`src/rtl/move_controller_pkg.sv`:
```
// Shared chess definitions for the move controller: piece codes, FSM states,
// button decode encoding and the square-index helper.
package move_controller_pkg;

    // Piece type codes (bits 2:0 of a board nibble); bit 3 is the colour.
    typedef enum logic [2:0] {
        PT_EMPTY  = 3'd0,
        PT_PAWN   = 3'd1,
        PT_KNIGHT = 3'd2,
        PT_BISHOP = 3'd3,
        PT_ROOK   = 3'd4,
        PT_QUEEN  = 3'd5,
        PT_KING   = 3'd6
    } piece_type_t;

    localparam logic [3:0] PIECE_EMPTY = 4'h0;
    localparam int         COLOR_BIT   = 3;

    // Move sequencing states.
    typedef enum logic [2:0] {
        ST_SEL_SRC,
        ST_SEL_DST,
        ST_WR_DST,
        ST_WR_SRC,
        ST_DONE
    } mc_state_t;

    // Button actually acted on in a cycle after priority resolution.
    typedef enum logic [2:0] {
        BTN_NONE,
        BTN_C,
        BTN_U,
        BTN_D,
        BTN_L,
        BTN_R
    } btn_t;

    // Square index {row, col}.
    function automatic logic [5:0] sq(input logic [2:0] r, input logic [2:0] c);
        return {r, c};
    endfunction

endpackage

```
`src/rtl/move_controller_cursor_ctrl.sv`:
```
// cursor_ctrl: resolves simultaneous button pulses (C > U > D > L > R) and
// steps the highlight cursor one square; edges wrap or saturate per CURSOR_WRAP.
module cursor_ctrl
    import move_controller_pkg::*;
#(
    parameter logic [5:0] INIT_CURSOR = 6'd12,
    parameter bit         CURSOR_WRAP = 1'b1
) (
    input  logic       Clk,
    input  logic       Reset,
    input  logic       i_en,
    input  logic       i_btn_c,
    input  logic       i_btn_u,
    input  logic       i_btn_d,
    input  logic       i_btn_l,
    input  logic       i_btn_r,
    output logic [5:0] o_cursor
);

    logic [2:0] r_row;
    logic [2:0] r_col;
    logic [2:0] w_row_nxt;
    logic [2:0] w_col_nxt;
    btn_t       w_btn;

    // Priority decode: a C pulse consumes the cycle so the cursor holds still.
    always_comb begin
        w_btn = BTN_NONE;
        if      (i_btn_c) w_btn = BTN_C;
        else if (i_btn_u) w_btn = BTN_U;
        else if (i_btn_d) w_btn = BTN_D;
        else if (i_btn_l) w_btn = BTN_L;
        else if (i_btn_r) w_btn = BTN_R;
    end

    // Next row/column with edge handling.
    always_comb begin
        w_row_nxt = r_row;
        w_col_nxt = r_col;
        if (i_en) begin
            case (w_btn)
                BTN_U: if (r_row != 3'd7 || CURSOR_WRAP) w_row_nxt = r_row + 3'd1;
                BTN_D: if (r_row != 3'd0 || CURSOR_WRAP) w_row_nxt = r_row - 3'd1;
                BTN_R: if (r_col != 3'd7 || CURSOR_WRAP) w_col_nxt = r_col + 3'd1;
                BTN_L: if (r_col != 3'd0 || CURSOR_WRAP) w_col_nxt = r_col - 3'd1;
                default: ;
            endcase
        end
    end

    // Cursor register.
    always_ff @(posedge Clk or posedge Reset) begin
        if (Reset) begin
            r_row <= INIT_CURSOR[5:3];
            r_col <= INIT_CURSOR[2:0];
        end else begin
            r_row <= w_row_nxt;
            r_col <= w_col_nxt;
        end
    end

    assign o_cursor = sq(r_row, r_col);

endmodule

```
`src/rtl/move_controller.sv`:
```
// move_controller: sequences one chess move on the shared board memory.
// Cursor selects source then destination with BtnC; the controller then writes
// dest <= piece, source <= empty and toggles the side to move.
// Optional build macro MOVE_TURN_ENFORCE_EN: only the side to move may select,
// and selecting an own piece while choosing a destination reselects the source.
module move_controller
    import move_controller_pkg::*;
#(
    parameter logic [5:0] INIT_CURSOR = 6'd12,
    parameter bit         CURSOR_WRAP = 1'b1,
    parameter logic       TURN_INIT   = 1'b0
) (
    input  logic         Clk,
    input  logic         Reset,
    input  logic [255:0] board_input,
    input  logic         BtnL,
    input  logic         BtnU,
    input  logic         BtnR,
    input  logic         BtnD,
    input  logic         BtnC,
    input  logic         board_ready,
    output logic         board_we,
    output logic [5:0]   board_out_addr,
    output logic [3:0]   board_out_piece,
    output logic [5:0]   highlight_square_addr,
    output logic [5:0]   select_square_addr,
    output logic         select_valid,
    output logic         turn,
    output logic         move_done
);

    mc_state_t  r_state, w_state_nxt;
    logic [5:0] r_src,    w_src_nxt;
    logic [3:0] r_piece,  w_piece_nxt;
    logic       r_valid,  w_valid_nxt;
    logic       r_turn,   w_turn_nxt;
    logic       r_we,     w_we_nxt;
    logic [5:0] r_addr,   w_addr_nxt;
    logic [3:0] r_wdata,  w_wdata_nxt;
    logic       r_done,   w_done_nxt;

    logic       w_cursor_en;
    logic [3:0] w_cur_piece;
    logic       w_cur_occupied;
    logic       w_selectable;

    assign w_cursor_en    = (r_state == ST_SEL_SRC) || (r_state == ST_SEL_DST);
    assign w_cur_piece    = board_input[{highlight_square_addr, 2'b00} +: 4];
    assign w_cur_occupied = (w_cur_piece != PIECE_EMPTY);

`ifdef MOVE_TURN_ENFORCE_EN
    logic w_cur_own;
    assign w_cur_own    = (w_cur_piece[COLOR_BIT] == r_turn);
    assign w_selectable = w_cur_occupied && w_cur_own;
`else
    assign w_selectable = w_cur_occupied;
`endif

    cursor_ctrl #(
        .INIT_CURSOR (INIT_CURSOR),
        .CURSOR_WRAP (CURSOR_WRAP)
    ) u_cursor (
        .Clk      (Clk),
        .Reset    (Reset),
        .i_en     (w_cursor_en),
        .i_btn_c  (BtnC),
        .i_btn_u  (BtnU),
        .i_btn_d  (BtnD),
        .i_btn_l  (BtnL),
        .i_btn_r  (BtnR),
        .o_cursor (highlight_square_addr)
    );

    // Next state and next registered outputs; write address/data hold by default.
    always_comb begin
        w_state_nxt = r_state;
        w_src_nxt   = r_src;
        w_piece_nxt = r_piece;
        w_valid_nxt = r_valid;
        w_turn_nxt  = r_turn;
        w_we_nxt    = 1'b0;
        w_addr_nxt  = r_addr;
        w_wdata_nxt = r_wdata;
        w_done_nxt  = 1'b0;
        case (r_state)
            ST_SEL_SRC: begin
                if (BtnC && w_selectable) begin
                    w_src_nxt   = highlight_square_addr;
                    w_piece_nxt = w_cur_piece;
                    w_valid_nxt = 1'b1;
                    w_state_nxt = ST_SEL_DST;
                end
            end
            ST_SEL_DST: begin
                if (BtnC) begin
                    if (highlight_square_addr == r_src) begin
                        w_valid_nxt = 1'b0;
                        w_state_nxt = ST_SEL_SRC;
`ifdef MOVE_TURN_ENFORCE_EN
                    end else if (w_selectable) begin
                        w_src_nxt   = highlight_square_addr;
                        w_piece_nxt = w_cur_piece;
`endif
                    end else begin
                        w_we_nxt    = 1'b1;
                        w_addr_nxt  = highlight_square_addr;
                        w_wdata_nxt = r_piece;
                        w_state_nxt = ST_WR_DST;
                    end
                end
            end
            ST_WR_DST: begin
                w_we_nxt = 1'b1;
                if (board_ready) begin
                    w_addr_nxt  = r_src;
                    w_wdata_nxt = PIECE_EMPTY;
                    w_state_nxt = ST_WR_SRC;
                end
            end
            ST_WR_SRC: begin
                w_we_nxt = 1'b1;
                if (board_ready) begin
                    w_we_nxt    = 1'b0;
                    w_done_nxt  = 1'b1;
                    w_turn_nxt  = ~r_turn;
                    w_valid_nxt = 1'b0;
                    w_state_nxt = ST_DONE;
                end
            end
            ST_DONE: begin
                w_state_nxt = ST_SEL_SRC;
            end
            default: begin
                w_state_nxt = ST_SEL_SRC;
            end
        endcase
    end

    // State and registered-output flops.
    always_ff @(posedge Clk or posedge Reset) begin
        if (Reset) begin
            r_state <= ST_SEL_SRC;
            r_src   <= '0;
            r_piece <= '0;
            r_valid <= 1'b0;
            r_turn  <= TURN_INIT;
            r_we    <= 1'b0;
            r_addr  <= '0;
            r_wdata <= '0;
            r_done  <= 1'b0;
        end else begin
            r_state <= w_state_nxt;
            r_src   <= w_src_nxt;
            r_piece <= w_piece_nxt;
            r_valid <= w_valid_nxt;
            r_turn  <= w_turn_nxt;
            r_we    <= w_we_nxt;
            r_addr  <= w_addr_nxt;
            r_wdata <= w_wdata_nxt;
            r_done  <= w_done_nxt;
        end
    end

    assign board_we           = r_we;
    assign board_out_addr     = r_addr;
    assign board_out_piece    = r_wdata;
    assign select_square_addr = r_src;
    assign select_valid       = r_valid;
    assign turn               = r_turn;
    assign move_done          = r_done;

endmodule
```
`config.mk`:
```
export PLATFORM = sky130hd
export DESIGN_NAME = move_controller
export DESIGN_NICKNAME = d
export VERILOG_FILES = /design/src/rtl/move_controller_pkg.sv /design/src/rtl/move_controller_cursor_ctrl.sv /design/src/rtl/move_controller.sv
export SDC_FILE = /design/constraint.sdc
export NUM_CORES = 1
export LEC_CHECK = 0
export ABC_AREA = 1
export BUFFER_PORTS_ARGS = -buffer_cell sky130_fd_sc_hd__buf_4
export CELL_PAD_IN_SITES_DETAIL_PLACEMENT = 1
export CELL_PAD_IN_SITES_GLOBAL_PLACEMENT = 1
export CORE_ASPECT_RATIO = 0.6
export CORE_MARGIN = 2
export CORE_UTILIZATION = 28
export CTS_CLUSTER_DIAMETER = 80
export DETAILED_ROUTE_END_ITERATION = 12
export GPL_TIMING_DRIVEN = 0
export HOLD_SLACK_MARGIN = 0.03
export MAX_ROUTING_LAYER = met4
export PLACE_DENSITY = 0.93
export REMOVE_ABC_BUFFERS = 1
export SLEW_MARGIN = 10
export SYNTH_ARGS = -nofsm -noshare
export SYNTH_HDL_FRONTEND = slang
export SYNTH_SLANG_ARGS = --single-unit
```
`constraint.sdc`:
```
create_clock -name Clk -period 5.8 [get_ports Clk]
set_input_delay 1.16 -clock Clk [delete_from_list [all_inputs] [get_ports Clk]]
set_output_delay 1.16 -clock Clk [all_outputs]
set_load 0.02 [all_outputs]
```
==> results summary <==
Counting every instance in the synthesized netlist gives roughly 800. Entering global routing, the biggest net connects 93 pins. The Yosys warning count came out at 0.

The DRC violation count after routing came out at 0. The via count of the first global-routing pass is approximately 6300. The startpoint identified for the worst register-to-register timing path is u_cursor.r_col[0]$_DFFE_PP0P_. Of the total synthesized cell area, the portion taken by XOR and XNOR cells is 0.0149. By area, the combinational part of the netlist is dominated by simple AND/OR/NAND/NOR gates. The register bit total from synthesis is 33. Walking the worst path, the cells encountered are buf_16 > inv_6 > buf_16 > nand2_1 > nand3_1 > nand3_1 > nand2_1 > nand2_1 > nand3_1 > nand3_1 > nand2_1 > nor2_1 > nand2_1 > nand3_1 > nand2_1 > o21ai_1. Across the routed clock network, the largest skew measured is 4.26 ps. The later pin in the worst-skew pair is clocked with a latency of 270 ps. Once detailed placement completed, the half-perimeter wirelength came to 14500 um. The number of instances on the worst hold path came out at 1.

At the end of the flow, the number of nets in the layout was 1279. The area of the core came out at 14400 sq um. Counting stages on the worst path, the most repeated cell is sky130_fd_sc_hd__nand2_1. Of the available clock period, the critical path in the final layout requires 0.694. The critical path buffer and inverter count is 3. The count of endpoints failing hold in the final timing report came to 0. After the first detailed-routing iteration, the DRC count stood at roughly 330.

The time the worst path needs with I/O delays and setup came out at between 4000 and 5000 ps. The number of buffers added to fix hold violations after cts is 0. The first-pass detailed-route iteration total is 4.

The routed via count came out at slightly above 6000. The kind of end point of the critical path is a flop. The path with the worst hold slack has its endpoint at turn$_DFFE_PP0P_. The combined area of all synthesized cells is 4120 sq um. After routing the design area is 6460 sq um.

Once the clock tree was built, the setup fixing pass inserted 0 buffers. The number of antenna-violating nets in the routed design came out at 0. The average via count per standard cell is about 5.1. Of the post-synthesis cell area, the part taken by muxes is 0. The routed wirelength normalized by instance count is 16.4 um. The initial antenna violation count came out at 0. The die footprint came out at ~16000 sq um. The worst-case register-to-register setup slack came out at 1770 ps. The worst hold path begins at turn$_DFFE_PP0P_. In this run the power density over the cells is 469 nW/um^2.

The post-cts resize count came out at 0. The worst hold margin came out at 499 ps. The type of the worst setup path is reg -> reg. The cell area after placement is 6310 sq um.

Input and output buffers added on the ports amount to 289. The most instantiated flip-flop cell in the synthesis netlist is sky130_fd_sc_hd__dfrtp_1. The flow ran to the end, and the final reports show no timing, DRC or antenna violations. The post-route worst setup slack came out at roughly 1800 ps. The maximum fanout encountered on the critical timing path is just over 90. The number of enable flip-flop cells after synthesis is 0. The global-route wire length before repair is about 32000 um.

The worst-case IR drop observed on VDD is 277 uV. The data required time of the critical path came out at 5920 ps. The cell leakage power came out at 3.46 nW. The max-capacitance violation count is 0. The count of cells along the worst register-to-register path is 16. The final-report max-slew violation count came out at 0. The all-layer global routing usage is 0.252. Setup repair after global routing left no endpoint under its margin.

The fraction of layout instances using a drive strength above 1 came out at 0.302. The mean cell area of the mapped netlist came out at 5.29 sq um. The family with the most delay on the worst path is simple AND/OR/NAND/NOR gates. The worst register-to-register path ends at r_piece[0]$_DFFE_PP0P_. For the worst setup path, the data arrival time is just over 4000 ps.

The maximum buffer depth of the clock tree came out at 2. The number of buffers added by the clock tree synthesis step came out at 5. STA classifies the critical path startpoint as a flop.

The CTS H-tree depth came out at 2. The worst-case headroom to the max-slew limit came out at 0.371. The final count of negative-setup-slack endpoints came out at 0.

The remaining global-route overflow is 0. The async set or reset register ratio after synthesis came out at 1.00. The die outline height is 97.9 um. The synthesis-to-finish area growth is 56.9%. The cell sitting at the root of the clock tree is a sky130_fd_sc_hd__clkbuf_16.

The total power of the final layout is roughly 0.0030 W. In this run the worst hold path is classified as reg -> reg. Routability-driven placement finished with a final weighted congestion of 0.821. The antenna diode count came out at 0. Of the total synthesized cell area, the portion taken by full adders, half adders and majority gates is 0.00973.

The highest cell delay on the worst timing path is 740 ps. The actual transition at the worst max-transition pin came out at 944 ps. Of the synthesized area, sequential elements account for 0.201.

The boundary pin count is 290. The routed wire length came out at 19900 um. The simple-gate portion of the synthesized area came out at 0.626.

The share of the synthesized area in compound gates (AO/OA/AOI/OAI) came out at 0.0517. The starting density of the core came out at 0.285. The library cell contributing the largest single delay on the critical path is sky130_fd_sc_hd__dfrtp_4. After filler insertion, the fill cell instance count of the layout stands at between 1500 and 2000. After clock tree synthesis, the clock-pin slew on the worst setup and hold paths is 50 ps. The peak clock frequency supported by timing came out at 248 MHz. TritonCTS built the clock tree. For this design, the sink count on the clock tree is 33. In this run, distinct cell masters in the synthesized netlist total 27. The site row count came out at 34. In this run the horizontal extent of the chip is 161 um. At the placement stage, the worst setup path has a slack of between 900 and 1000 ps.
-- sequential cells by signal, summed over array words and instances, names as in the netlist, 3 cells and up --
| signal | count |
|---|---|
| select_square_addr | 6 |
| board_out_piece | 4 |
| u_cursor.r_col | 3 |
| u_cursor.r_row | 3 |
| r_piece | 4 |
| board_out_addr | 6 |
| r_state | 3 |
-- where the power goes --
| part | internal [W] | switching [W] |
|---|---|---|
| logic | 0.000787 | 0.00131 |
| registers | 0.000348 | 0.000325 |
| clock network | 0.000171 | 0.0000925 |
-- per-layer routing --
metal / track usage / wire length [um]
met5: - / 0
met4: 0.0388 / 193
met3: 0.0276 / 990
met2: 0.440 / 9550
met1: 0.322 / 9170
-- through the flow --
step,setup TNS [ps],instances,utilization
4_1_cts,0,1212,0.448
6_report,0,1212,0.448
3_3_place_gp,-68000,1202,0.433
5_1_grt,0,1212,0.448
3_5_place_dp,0,1204,0.438
2_1_floorplan,0,715,-
-- kinds of logic after synthesis --
logic type | count (synthesis)
and+or+nand+nor | 610
xor gates and xnor gates | 7
DFF | 33
buffers and inverters | 90
adders and majority gates | 2
AOI/OAI and AO/OA | 36
-- synthesized netlist by cell type, types with 2 or more instances --
master | number | area share
sky130_fd_sc_hd__nand2_1 | 359 | 0.33
sky130_fd_sc_hd__nand3_1 | 229 | 0.28
sky130_fd_sc_hd__buf_2 | 36 | 0.044
sky130_fd_sc_hd__dfrtp_1 | 31 | 0.19
sky130_fd_sc_hd__inv_1 | 24 | 0.022
sky130_fd_sc_hd__nor2_1 | 21 | 0.019
sky130_fd_sc_hd__clkbuf_1 | 17 | 0.016
sky130_fd_sc_hd__o21ai_1 | 10 | 0.012
sky130_fd_sc_hd__o21ai_0 | 8 | 0.0097
sky130_fd_sc_hd__a31oi_1 | 6 | 0.0091
sky130_fd_sc_hd__buf_1 | 6 | 0.0055
sky130_fd_sc_hd__xor2_1 | 6 | 0.013
sky130_fd_sc_hd__a21oi_1 | 3 | 0.0036
sky130_fd_sc_hd__buf_4 | 3 | 0.0055
sky130_fd_sc_hd__a221oi_1 | 2 | 0.0043
sky130_fd_sc_hd__dfstp_2 | 2 | 0.013
sky130_fd_sc_hd__fa_1 | 2 | 0.0097
sky130_fd_sc_hd__inv_2 | 2 | 0.0018
sky130_fd_sc_hd__o211ai_1 | 2 | 0.0036
sky130_fd_sc_hd__o22ai_1 | 2 | 0.0030
-- worst register-to-register path: stages (launching register included) --
cell                      delay [ps]
sky130_fd_sc_hd__dfrtp_4         740
sky130_fd_sc_hd__buf_16          330
sky130_fd_sc_hd__inv_6           390
sky130_fd_sc_hd__buf_16          380
sky130_fd_sc_hd__nand2_1         130
sky130_fd_sc_hd__nand3_1          90
sky130_fd_sc_hd__nand3_1          90
sky130_fd_sc_hd__nand2_1         110
sky130_fd_sc_hd__nand2_1          60
sky130_fd_sc_hd__nand3_1         110
sky130_fd_sc_hd__nand3_1         170
sky130_fd_sc_hd__nand2_1         150
sky130_fd_sc_hd__nor2_1           70
sky130_fd_sc_hd__nand2_1          90
sky130_fd_sc_hd__nand3_1         610
sky130_fd_sc_hd__nand2_1         250
sky130_fd_sc_hd__o21ai_1         110
-- cells in the final DEF (no fill, tap or decap) --
master and n:
sky130_fd_sc_hd__a31oi_1 6, sky130_fd_sc_hd__o22ai_1 2, sky130_fd_sc_hd__a221oi_1 2, sky130_fd_sc_hd__buf_4 289
sky130_fd_sc_hd__inv_6 1, sky130_fd_sc_hd__a211oi_1 1, sky130_fd_sc_hd__dfrtp_4 2, sky130_fd_sc_hd__nand4_1 1
sky130_fd_sc_hd__o211ai_1 2, sky130_fd_sc_hd__dfstp_2 2, sky130_fd_sc_hd__o21bai_1 1, sky130_fd_sc_hd__inv_1 23
sky130_fd_sc_hd__a21oi_1 2, sky130_fd_sc_hd__o211a_1 1, sky130_fd_sc_hd__inv_4 1, sky130_fd_sc_hd__nor2_1 21
sky130_fd_sc_hd__inv_2 2, sky130_fd_sc_hd__xor2_1 6, sky130_fd_sc_hd__o21ai_0 8, sky130_fd_sc_hd__o21ai_1 10
sky130_fd_sc_hd__clkbuf_1 2, sky130_fd_sc_hd__nand3_1 229, sky130_fd_sc_hd__buf_16 2, sky130_fd_sc_hd__a21oi_2 1
sky130_fd_sc_hd__fa_1 2, sky130_fd_sc_hd__clkbuf_8 1, sky130_fd_sc_hd__xnor2_1 1, sky130_fd_sc_hd__dfrtp_1 29
sky130_fd_sc_hd__nand2_1 359, sky130_fd_sc_hd__clkbuf_16 5
-- how the worst max path moves through the flow --
stage                                        end                     startpoint  depth (start not counted)  slack [ps]
3_5_place_dp      board_out_piece[2]$_DFFE_PP0P_  u_cursor.r_col[2]$_DFFE_PP1P_                          8         940
5_1_grt                   r_piece[0]$_DFFE_PP0P_  u_cursor.r_col[0]$_DFFE_PP0P_                         16        1440
4_1_cts           board_out_piece[2]$_DFFE_PP0P_  u_cursor.r_col[2]$_DFFE_PP1P_                          8         850
2_1_floorplan      board_out_addr[0]$_DFFE_PP0P_  u_cursor.r_col[0]$_DFFE_PP0P_                          7         260
6_report                  r_piece[0]$_DFFE_PP0P_  u_cursor.r_col[0]$_DFFE_PP0P_                         16        1770
3_3_place_gp   select_square_addr[0]$_DFFE_PP0P_  u_cursor.r_col[0]$_DFFE_PP0P_                         14       -2810
-- cell type report --
type	count	area, sq um	share of cell area
multi-input combinational	655	2900	0.448
timing repair buffer	291	2220	0.344
inverter	27	109	0.0169
clock buffer	8	146	0.0227
tap	198	248	0.0383
sequential	33	836	0.129
No activity file was read; power rests on OpenSTA's default activity.
